File: src/rtl/imm_gen_seq_if.sv
// rtl/imm_gen_seq_if.sv - request/result handshake bundle for the immediate generator
interface imm_gen_seq_if #(
  parameter int DATA_W = 32
);
  logic              in_valid;
  logic              in_ready;
  logic [23:0]       immediate;
  logic [1:0]        imm_src;
  logic              out_valid;
  logic              out_ready;
  logic [DATA_W-1:0] data;
  logic              carry_out;
  logic              busy;

  modport master (
    output in_valid, immediate, imm_src, out_ready,
    input  in_ready, out_valid, data, carry_out, busy
  );

  modport slave (
    input  in_valid, immediate, imm_src, out_ready,
    output in_ready, out_valid, data, carry_out, busy
  );
endinterface

File: src/rtl/imm_gen_seq.sv
// rtl/imm_gen_seq.sv - sequential immediate generator with serial STEP-bit rotator
// IMM_GEN_FASTROT_EN: replace the serial rotator with a single-cycle one (no ROT state)
module imm_gen_seq #(
  parameter int DATA_W = 32,
  parameter int STEP   = 2
) (
  input  logic        clk,
  input  logic        rst_n,
  imm_gen_seq_if.slave bus
);
  typedef enum logic [1:0] {S_IDLE, S_ROT, S_HOLD} state_t;

  state_t            state_q, state_d;
  logic [DATA_W-1:0] data_q, data_d;
  logic              carry_q, carry_d;
  logic [DATA_W-1:0] ext;
  logic [4:0]        rot_amt;

  function automatic logic [DATA_W-1:0] rotr(input logic [DATA_W-1:0] x, input logic [4:0] n);
    logic [2*DATA_W-1:0] dbl;
    dbl = {x, x} >> n;
    return dbl[DATA_W-1:0];
  endfunction

  always_comb begin
    ext = '1;
    case (bus.imm_src)
      2'd0: ext = {{(DATA_W-8){1'b0}}, bus.immediate[7:0]};
      2'd1: ext = {{(DATA_W-12){1'b0}}, bus.immediate[11:0]};
      2'd2: ext = {{(DATA_W-26){bus.immediate[23]}}, bus.immediate, 2'b00};
      default: ext = '1;
    endcase
  end

  // Only data-processing immediates rotate; other modes see a zero distance.
  assign rot_amt = (bus.imm_src == 2'd0) ? {bus.immediate[11:8], 1'b0} : 5'd0;

`ifndef IMM_GEN_FASTROT_EN
  logic [4:0]        rem_q, rem_d;
  logic [4:0]        step_amt;
  logic [DATA_W-1:0] rot_next;

  assign step_amt = (rem_q < 5'(STEP)) ? rem_q : 5'(STEP);
  assign rot_next = rotr(data_q, step_amt);
`endif

  always_comb begin
    state_d = state_q;
    data_d  = data_q;
    carry_d = carry_q;
`ifndef IMM_GEN_FASTROT_EN
    rem_d   = rem_q;
`endif
    case (state_q)
      S_IDLE: begin
        if (bus.in_valid) begin
`ifdef IMM_GEN_FASTROT_EN
          data_d  = rotr(ext, rot_amt);
          carry_d = (rot_amt != 5'd0) && data_d[DATA_W-1];
          state_d = S_HOLD;
`else
          data_d  = ext;
          carry_d = 1'b0;
          rem_d   = rot_amt;
          state_d = (rot_amt != 5'd0) ? S_ROT : S_HOLD;
`endif
        end
      end
`ifndef IMM_GEN_FASTROT_EN
      S_ROT: begin
        // Last partial step lands in HOLD with the carry taken from the final MSB.
        data_d = rot_next;
        rem_d  = rem_q - step_amt;
        if (rem_d == 5'd0) begin
          carry_d = rot_next[DATA_W-1];
          state_d = S_HOLD;
        end
      end
`endif
      S_HOLD: begin
        if (bus.out_ready) state_d = S_IDLE;
      end
      default: state_d = S_IDLE;
    endcase
  end

  always_ff @(posedge clk) begin
    if (!rst_n) begin
      state_q <= S_IDLE;
      data_q  <= '0;
      carry_q <= 1'b0;
`ifndef IMM_GEN_FASTROT_EN
      rem_q   <= 5'd0;
`endif
    end else begin
      state_q <= state_d;
      data_q  <= data_d;
      carry_q <= carry_d;
`ifndef IMM_GEN_FASTROT_EN
      rem_q   <= rem_d;
`endif
    end
  end

  assign bus.in_ready  = (state_q == S_IDLE);
  assign bus.out_valid = (state_q == S_HOLD);
  assign bus.busy      = (state_q != S_IDLE);
  assign bus.data      = data_q;
  assign bus.carry_out = carry_q;
endmodule

File: src/flat_wrapper.sv
// flat-port wrapper written by rule: the top's interface ports become plain ports
module imm_gen_seq_flat 
#(
  parameter int DATA_W = 32,
  parameter int STEP   = 2
)
  (clk, rst_n, bus_in_valid, bus_immediate, bus_imm_src, bus_out_ready, bus_in_ready, bus_out_valid, bus_data, bus_carry_out, bus_busy);
  imm_gen_seq_if #(.DATA_W(DATA_W)) bus_i ();
  input  logic clk;
  input  logic rst_n;
  input wire logic [$bits(bus_i.in_valid)-1:0] bus_in_valid;
  input wire logic [$bits(bus_i.immediate)-1:0] bus_immediate;
  input wire logic [$bits(bus_i.imm_src)-1:0] bus_imm_src;
  input wire logic [$bits(bus_i.out_ready)-1:0] bus_out_ready;
  output wire logic [$bits(bus_i.in_ready)-1:0] bus_in_ready;
  output wire logic [$bits(bus_i.out_valid)-1:0] bus_out_valid;
  output wire logic [$bits(bus_i.data)-1:0] bus_data;
  output wire logic [$bits(bus_i.carry_out)-1:0] bus_carry_out;
  output wire logic [$bits(bus_i.busy)-1:0] bus_busy;
  assign bus_i.in_valid = bus_in_valid;
  assign bus_i.immediate = bus_immediate;
  assign bus_i.imm_src = bus_imm_src;
  assign bus_i.out_ready = bus_out_ready;
  assign bus_in_ready = bus_i.in_ready;
  assign bus_out_valid = bus_i.out_valid;
  assign bus_data = bus_i.data;
  assign bus_carry_out = bus_i.carry_out;
  assign bus_busy = bus_i.busy;
  imm_gen_seq #(.DATA_W(DATA_W), .STEP(STEP)) u_core (.clk(clk), .rst_n(rst_n), .bus(bus_i));
endmodule
File: config.mk
export PLATFORM = sky130hd
export DESIGN_NAME = imm_gen_seq_flat
export DESIGN_NICKNAME = d
export VERILOG_FILES = /design/src/rtl/imm_gen_seq_if.sv /design/src/rtl/imm_gen_seq.sv /design/src/flat_wrapper.sv
export SDC_FILE = /design/constraint.sdc
export NUM_CORES = 1
export LEC_CHECK = 0
export BUFFER_PORTS_ARGS = -buffer_cell sky130_fd_sc_hd__buf_2
export CAP_MARGIN = 20
export CORE_MARGIN = 2
export CORE_UTILIZATION = 30
export CTS_BUF_LIST = sky130_fd_sc_hd__clkbuf_16
export DETAILED_ROUTE_END_ITERATION = 10
export GPL_TIMING_DRIVEN = 0
export HOLD_SLACK_MARGIN = 0.05
export PLACE_DENSITY = 0.57
export SYNTH_ARGS = -nofsm -noshare
export SYNTH_HDL_FRONTEND = slang
export SYNTH_SLANG_ARGS = --single-unit
export TNS_END_PERCENT = 100
File: constraint.sdc
create_clock -name clk -period 3.2 [get_ports clk]
set_clock_uncertainty 0.05 [all_clocks]
set_input_delay 0.32 -clock clk [delete_from_list [all_inputs] [get_ports clk]]
set_output_delay 0.32 -clock clk [all_outputs]
set_load 0.005 [all_outputs]
Word level (Yosys, flattened, before mapping). Index checks and enable logic that the tools add are counted.

Register bits after elaboration: 40. Input bits: 30. Output and inout port bits: 36. Logic and storage cells: 38.

$add $sub $neg: 1. Order comparisons: 1. Equal/unequal tests: 7. Shifts and indexed selects: 1. Muxes and demuxes: 15. Reductions and logical operators: 9.

Operator list (count): case mux 32 bit (3 select lines) (1); case mux 32 bit (2 select lines) (1); right shift 64 x 5 -> 32 bit (1); two-way mux 32 bit (1); two-way mux 5 bit (3); case mux 5 bit (2 select lines) (1); two-way mux 2 bit (4); case mux 2 bit (3 select lines) (1); AND reduction 3 bit (2); logical NOT 5 bit (1); less-than comparator 5 x 2 -> 1 bit (second input constant) (1); nonzero test 5 bit (1); subtractor 5 bit (1); equality test 2 x 1 -> 1 bit (second input constant) (2); equality test 2 bit (second input constant) (2); logical NOT 2 bit (2); inequality test 2 bit (second input constant) (2); nonzero test 2 bit (2); two-way mux 1 bit (2); inequality test 2 x 1 -> 1 bit (second input constant) (1); case mux 1 bit (2 select lines) (1); AND reduction 2 bit (1).

Logic depth before layout (Yosys ltp). Gate-level depths: netlist of run 1.

Depth in word-level cells: 6. Mapped depth: 8. Depth with buffers taken out: 7.

Worst setup path after synthesis of run 1. OpenSTA, ideal clock, no wires.

Path kind: register to register. From: reg u_core.rem_q[3]. To: reg u_core.carry_q (netlist: u_core.bus.carry_out). Library setup time: 74 ps. Data arrival time: 2180 ps. Required time: 3076 ps. Setup slack: 896 ps. Stages on the path, launching flop included: 9. Buffers on the path: 1. Clock period less this slack: 2304 ps. Path through: dfxtp_1 -> buf_2 -> or4_4 -> nand2b_1 -> ha_1 -> a21bo_2 -> o22a_1 -> or4b_1 -> a31oi_1.

Longest elaborated chain between the ends: 6. Elaborated cells on any way between the ends: 9. Classes of those cells: 1 x add/sub; 1 x order compare; 1 x eq/ne; 1 x shift; 3 x mux; 2 x reduce/logical.

RTL lines: from (decl) (line imm_gen_seq.sv:39) `logic [4:0] rem_q, rem_d;`; from (signal assigned) (line imm_gen_seq.sv:100) `rem_q <= rem_d;`; less-than comparator 5 x 2 -> 1 bit (line imm_gen_seq.sv:43) `assign step_amt = (rem_q < 5'(STEP)) ? rem_q : 5'(STEP);`; two-way mux 5 bit (line imm_gen_seq.sv:43); subtractor 5 bit (line imm_gen_seq.sv:73) `rem_d = rem_q - step_amt;`; logical NOT 5 bit (line imm_gen_seq.sv:74) `if (rem_d == 5'd0) begin`; inequality test 2 x 1 -> 1 bit (no line); AND reduction 3 bit (no line); to (signal assigned) (line imm_gen_seq.sv:98) `carry_q <= carry_d;`; to (decl) (line imm_gen_seq.sv:15) `logic carry_q, carry_d;`.

Several ways; a longest one is shown, not always the timed one. The select of a mux whose other input is x is not followed. A chain may end at the register's enable or synchronous reset.

Worst setup path in the final report of run 1. Same ends and word-level chain as after synthesis.

==> results of run 1 <==
-- synthesized netlist by cell type --
master and instances:
o211ai_1 44, ha_1 1, o221ai_1 6, a21boi_0 1, a21bo_2 1, nor2b_1 2, nor3_1 1, o221a_2 2
o21ba_2 1, or4_4 1, nor3b_1 1, nor4_2 1, a21oi_1 20, a41o_1 1, nand3_1 3, or4b_2 1
nand2_1 35, a211o_1 2, nand3b_1 1, buf_2 3, and3_1 1, mux2_2 4, xnor2_1 1, nor2_1 6
or3_1 4, or4_1 1, mux2i_1 30, clkbuf_1 34, a41oi_1 1, a211oi_1 2, a31oi_1 26, o21bai_1 1
or2_2 1, o22a_1 1, or4b_1 1, dfxtp_1 40, buf_1 1, o21ai_0 39, nor4b_1 1, conb_1 1
nand2b_1 4, inv_1 4
-- flip-flops by register name, indices dropped and copies added, names as in the netlist --
signal and cells:
u_core.bus.carry_out 1, u_core.bus.data 32, u_core.rem_q 5, u_core.state_q 2
-- report_power, final --
group / total, mW / internal (mW) / switching (mW)
Clock: 0.567 / 0.364 / 0.204
Sequential: 0.621 / 0.551 / 0.0698
Combinational: 0.446 / 0.177 / 0.269
-- critical path: cells and delay by family, from the launching register on --
family,cells,cell delay [ns]
fa+ha+maj,1,0.21
buf+inv,1,0.15
simple gates,3,1.08
compound gates,3,0.62
flops,1,0.29
-- worst max path at each step --
stage                                             from                                end  slack [ns]  cells past startpoint
final                     u_core.rem_q[3]$_SDFFE_PN0P_  u_core.bus.carry_out$_SDFFE_PN0P_        0.72                      8
after global placement    u_core.rem_q[3]$_SDFFE_PN0P_  u_core.bus.carry_out$_SDFFE_PN0P_        0.76                      8
after global routing      u_core.rem_q[3]$_SDFFE_PN0P_  u_core.bus.carry_out$_SDFFE_PN0P_        0.62                      8
after floorplan           u_core.rem_q[3]$_SDFFE_PN0P_  u_core.bus.carry_out$_SDFFE_PN0P_        0.90                      8
after CTS                 u_core.rem_q[3]$_SDFFE_PN0P_  u_core.bus.carry_out$_SDFFE_PN0P_        0.72                      8
after detailed placement  u_core.rem_q[3]$_SDFFE_PN0P_  u_core.bus.carry_out$_SDFFE_PN0P_        0.73                      8
-- routing by layer --
layer / wire length, um / GRT usage (%) / share of wire [%]
met5: 0 / 0 / 0
met4: 144 / 4.91 / 1.7
met3: 425 / 3.24 / 4.9
met2: 4070 / 28.6 / 47
met1: 4070 / 25.3 / 47
-- logic make-up after synthesis --
| kind of cell | after synthesis | synth area share (%) |
|---|---|---|
| multiplexers | 34 | 13.2 |
| AO/OA/AOI/OAI | 148 | 36.7 |
| adder cells (fa/ha/maj) | 1 | 0.478 |
| buffers and inverters | 42 | 6.17 |
| other | 1 | 0.143 |
| AND/OR/NAND/NOR | 65 | 12.4 |
| XOR/XNOR | 1 | 0.335 |
| flip-flops | 40 | 30.6 |
-- metrics by stage --
step	instance area, um2	power (mW)	hold slack, ns	setup slack (ns)
after floorplan	2620	0.898	0.419	0.896
after global placement	3070	1.06	0.435	0.763
after global routing	3230	1.72	0.310	0.619
final	3230	1.63	0.313	0.724
after detailed placement	3070	1.07	0.439	0.728
after CTS	3230	1.65	0.309	0.715
-- area by class of cell --
type	instances	area, um2
Fill cell	946	5360
Multi-Input combinational cell	250	1650
Sequential cell	40	801
Timing Repair Buffer	63	315
Buffer	38	146
Tap cell	108	135
Clock buffer	5	125
Clock inverter	3	38.8
Inverter	4	15.0
==> reports/qor.csv, run 1 <==
metric,value,unit
fin_crit_sh,77.4,%
drv_slew,0,
powerDensity,506,nW/um2
drc,0,
hp-class,in2reg,
rsz0062_at_grt,no,
syn_area,2620,um2
fin_crit,2.48,ns
arrival,2.64,ns
num_rows,34,
r2r_end,u_core.bus.carry_out$_SDFFE_PN0P_,
hpwl,6300,um
maxCapViolations,0,
status,"finished, final reports clean",
vias,2894,
cts_root_buffer,clkbuf_16,
grt_max_degree,13,
tns,0,ns
critPathMaxStageDelay,0.52,ns
critPathCaptureType,register,
path_cells,buf_2 -> or4_4 -> nand2b_1 -> ha_1 -> a21bo_2 -> o22a_1 -> or4b_1 -> a31oi_1,
setup-violations-final,0,
yosysWarnings,0,
synth_cell_type_count,42,
area_growth,23.5,%
slew_headroom,39.4,%
core-area,8590,um2
finalHoldViolCount,0,
cts_tree,done,
drt-initial-drc-count,202,
start_util,30.4,%
cp_max_fo,8,
hold_start,rst_n,
path_class,reg2reg,
fp.dieW,97.4,um
ys_seq_area_share,30.6,%
ant_nets,0,
worst_pin_slew,0.901,ns
h-tree-depth,2,
rrSetupSlack,0.72,ns
grt_pass1_wl,14200,um
startpoint_type,register,
synth_area_leaders,"dfxtp_1 (31%), o211ai_1 (13%), mux2i_1 (11%)",
reg2regPathDepth,8,
mostFrequentLayoutCell,buf_2,
hold_end,u_core.rem_q[1]$_SDFFE_PN0P_,
power_leakage,1.20,nW
holdPathStages,3,
clkTransAtPathRegs,0.06,ns
post_drt_via_cell_ratio,5.66,
critPathSlowestCell,or4_4,
place_inst,503,
cts-hold-fix-buffers,0,
cts_buffer_depth,2,
final_util,37.6,%
grt_pass1_vias,2697,
r2r-start,u_core.rem_q[3]$_SDFFE_PN0P_,
syn_avg_cell_area,7.88,um2
clock_latency,0.28,ns
synth_seq_cells,40,
synth_top_area_share,30.6,%
cts_setup_buffers,0,
synth_top_cell_by_area,dfxtp_1,
diodes,0,
nNetsFinal,433,
gr-total-overflow,0,
routed_wl,8710,um
stdcell_count,511,
groute.usage.overall,18.1,%
drt-pass1-iter-count,4,
final_cell_mix,"buf_2 (66), o211ai_1 (44), dfxtp_1 (40), o21ai_0 (39), nand2_1 (35)",
gp_congestion,0.893,
io_pins,66,
ir_worst_vdd,0.203,mV
synth_nets,363,
syn_inst,332,
die_y,97.4,um
layout-drive-gt1-share,21.1,%
io_buffers,63,
grt_antenna_before_repair,0,
cts_made_buffers,5,
detail_route.wl_per_cell,17.0,um
cts_num_sinks,40,
cts_resized,0,
fmax,404,MHz
required,3.36,ns
die_area,9480,um2
Power figures use the tool's default switching activity.
==> inputs of run 2 (changes only) <==
- ABC_AREA: not set -> 1
- PLACE_DENSITY: 0.57 -> 0.59
- clock period: 3.2 -> 2 ns (I/O delays scaled with it)
==> run 2 against run 1 <==
  * Area after synthesis increased by 1.3%
  * Count of clock-buffer cells in the layout unchanged
  * Power increased by 38%
  * Sequential share of layout area increased by 0.068 points
  * Routed wire length decreased by 1.3%
  * Non-clock buffer count decreased by 13
  * Hold slack got worse by 0.16 ns
  * Flip-flop and latch count unchanged
  * Sequential power increased by 54%
  * Register-to-register slack got worse by 0.52 ns
  * Critical path depth increased by 5
  * Via count increased by 4.5%
==> reports/qor.csv, run 2 <==
metric,value,unit,change
multi_input_area,1500,um2,was 1650 um2
area_growth,22.3,%,was 23.5%
vias,3023,,was 2894
finalHoldViolCount,0,,unchanged
hpwl,6480,um,was 6300 um
cts_setup_buffers,0,,unchanged
drc,0,,unchanged
fin_crit_sh,90.0,%,was 77.4%
grt_max_degree,12,,was 13
hold_end,u_core.state_q[1]$_SDFFE_PN0P_,,was u_core.rem_q[1]$_SDFFE_PN0P_
core-area,8640,um2,was 8590 um2
arrival,1.93,ns,was 2.64 ns
num_rows,34,,unchanged
power.total,2.26,mW,was 1.63 mW
cts_tree,done,,unchanged
holdPathStages,4,,was 3
ir_worst_vdd,0.364,mV,was 0.203 mV
synthArstFlopShare,0,%,unchanged
path_cells,nor2_4 -> nand2_1 -> nand2_1 -> ha_1 -> inv_1 -> nand2_1 -> nand3_1 -> a21oi_1 -> nand2_1 -> nand2_2 -> nand3_1 -> nand2_1 -> nor2_1,,was buf_2 -> or4_4 -> nand2b_1 -> ha_1 -> a21bo_2 -> o22a_1 -> or4b_1 -> a31oi_1
die_area,9600,um2,was 9480 um2
synth_seq_cells,40,,unchanged
fp.dieW,98.0,um,was 97.4 um
synth_area_leaders,"dfxtp_1 (30%), o21ai_0 (16%), a21oi_1 (9.4%)",,"was dfxtp_1 (31%), o211ai_1 (13%), mux2i_1 (11%)"
synth_top_cell_by_area,dfxtp_1,,unchanged
rsz0062_at_grt,no,,unchanged
fin_ws,0.201,ns,was 0.724 ns
synth_common_cells,"o21ai_0 (84), inv_1 (51), a21oi_1 (50)",,"was o211ai_1 (44), dfxtp_1 (40), o21ai_0 (39)"
critPathCaptureType,register,,unchanged
synth-edff-count,0,,unchanged
synth_top_area_share,30.2,%,was 30.6%
ys_seq_area_share,30.2,%,was 30.6%
syn_area,2650,um2,was 2620 um2
critPathMostFrequentCell,nand2_1,,
clkTransAtPathRegs,0.06,ns,about the same
fill_cells,955,,was 946
setup-violations-final,0,,unchanged
path_class,reg2reg,,unchanged
grt_pass1_wl,14000,um,was 14200 um
yosysMostFrequentCell,o21ai_0,,was o211ai_1
mostFrequentLayoutCell,o21ai_0,,was buf_2
cts_root_buffer,clkbuf_16,,unchanged
tns,0,ns,unchanged
slew_headroom,58.9,%,was 39.4%
drt-pass1-iter-count,5,,was 4
required,2.13,ns,was 3.36 ns
die_y,98.0,um,was 97.4 um
grt_antenna_before_repair,0,,unchanged
cts_buffer_depth,2,,unchanged
r2r-start,u_core.rem_q[3]$_SDFFE_PN0P_,,unchanged
ant_nets,0,,unchanged
h-tree-depth,2,,unchanged
critPathSlowestCell,dfxtp_2,,was or4_4
r2r_end,u_core.bus.carry_out$_SDFFE_PN0P_,,unchanged
groute.usage.overall,18.0,%,was 18.1%
hp-class,in2reg,,unchanged
reg2regPathDepth,13,,was 8
fin_crit,1.80,ns,was 2.48 ns
synth_cell_type_count,33,,was 42
clock_latency,0.28,ns,about the same
gr-total-overflow,0,,unchanged
rrSetupSlack,0.20,ns,was 0.72 ns
cts_num_sinks,40,,unchanged
io_pins,66,,unchanged
worst_pin_slew,0.617,ns,was 0.901 ns
syn_avg_cell_area,6.84,um2,was 7.88 um2
power_leakage,1.38,nW,was 1.20 nW
grt_pass1_vias,2743,,was 2697
cp_max_fo,4,,was 8
critPathMaxStageDelay,0.34,ns,was 0.52 ns
gp_congestion,0.857,,was 0.893
hold_start,bus_out_ready,,was rst_n
seqCellArea,806,um2,was 801 um2
cts_made_buffers,5,,unchanged
fmax,556,MHz,was 404 MHz
pre_cts_slack,0.0973,ns,was 0.728 ns
largest_reg_flops,32,,unchanged
synth_nets,418,,was 363
startpoint_type,register,,unchanged
yosysWarnings,0,,unchanged
diodes,0,,unchanged
powerDensity,696,nW/um2,was 506 nW/um2
syn_inst,387,,was 332
final_cell_mix,"o21ai_0 (84), buf_2 (68), inv_1 (52), a21oi_1 (50), dfxtp_1 (36)",,"was buf_2 (66), o211ai_1 (44), dfxtp_1 (40), o21ai_0 (39), nand2_1 (35)"
routed_wl,8590,um,was 8710 um
nNetsFinal,488,,was 433
post_drt_via_cell_ratio,5.35,,was 5.66
detail_route.wl_per_cell,15.2,um,was 17.0 um
status,"finished, final reports clean",,unchanged
layout-drive-gt1-share,26.5,%,was 21.1%
synth_ff_type,dfxtp_1,,unchanged
drt-initial-drc-count,218,,was 202
drv_slew,0,,unchanged
cp-startpoint,u_core.rem_q[3]$_SDFFE_PN0P_,,unchanged
maxCapViolations,0,,unchanged
start_util,30.7,%,was 30.4%
io_buffers,63,,unchanged
final_util,37.5,%,was 37.6%
-- run 2: cell count changes after synthesis, sizes merged, moves of 9 or more --
cell | before | now
a21oi | 20 | 69
a31oi | 26 | 6
clkbuf | 34 | 13
inv | 4 | 54
mux2i | 30 | 0
nor2 | 6 | 15
o211ai | 44 | 6
o21ai | 39 | 94
o22ai | 0 | 21
-- run 2: repair_timing --
action | in CTS | in global routing
resized for setup | 0 | 5
hold buffers | 0 | 0
endpoints found under the setup margin | 0 | 2
-- run 2: cells by family (layout without fill, tap and decap cells) --
logic type | Yosys count | after routing | synth area share (%)
AOI/OAI and AO/OA | 204 | 204 | 44.6
buffers and inverters | 81 | 151 | 13.3
and+or+nand+nor | 60 | 60 | 11.2
DFF | 40 | 40 | 30.2
adders and majority gates | 1 | 1 | 0.472
other | 1 | 1 | 0.142
-- run 2: cell type report --
class	instances	share of cell area (%)
multi-input cells	266	46.3
flip-flops and latches	40	24.9
repair buffers	63	9.73
inverters	56	6.64
plain buffers	25	4.21
well taps	108	4.17
clock buffers	5	3.86
clock inverters	2	0.270
-- run 2: worst max path at each step --
stage                                                   end  slack [ns]
after floorplan           u_core.bus.carry_out$_SDFFE_PN0P_        0.38
after global placement    u_core.bus.carry_out$_SDFFE_PN0P_        0.16
after detailed placement  u_core.bus.carry_out$_SDFFE_PN0P_         0.1
after CTS                 u_core.bus.carry_out$_SDFFE_PN0P_        0.09
after global routing      u_core.bus.carry_out$_SDFFE_PN0P_        0.01
final                     u_core.bus.carry_out$_SDFFE_PN0P_        0.20
-- run 2: metrics by stage --
| stage | instances | hold WS, ns | area, um2 |
|---|---|---|---|
| 6_report | 565 | 0.148 | 3240 |
| 2_1_floorplan | 387 | 0.337 | 2650 |
| 3_3_place_gp | 558 | 0.427 | 3100 |
| 5_1_grt | 565 | 0.196 | 3240 |
| 3_5_place_dp | 558 | 0.433 | 3100 |
| 4_1_cts | 565 | 0.143 | 3230 |
-- run 2: power breakdown --
part / internal [mW] / switching (mW)
clock: 0.449 / 0.320
sequential: 0.871 / 0.0880
combinational: 0.204 / 0.325
-- run 2: worst max-delay path: cells and delay by family (launching register included) --
kind | cells | cell delay [ns]
AND/OR/NAND/NOR | 10 | 0.91
flip-flops | 1 | 0.34
adder cells (fa/ha/maj) | 1 | 0.17
AO/OA/AOI/OAI | 1 | 0.13
buffers and inverters | 1 | 0.07
-- run 2: layer usage --
layer,routed length [um],track usage [%],share of wire (%),vias up
met5,0,0,0,-
met4,150,4.91,1.7,0
met3,703,4.80,8.2,14
met2,3840,27.6,45,125
met1,3900,24.9,45,1393
li1,-,-,-,1491
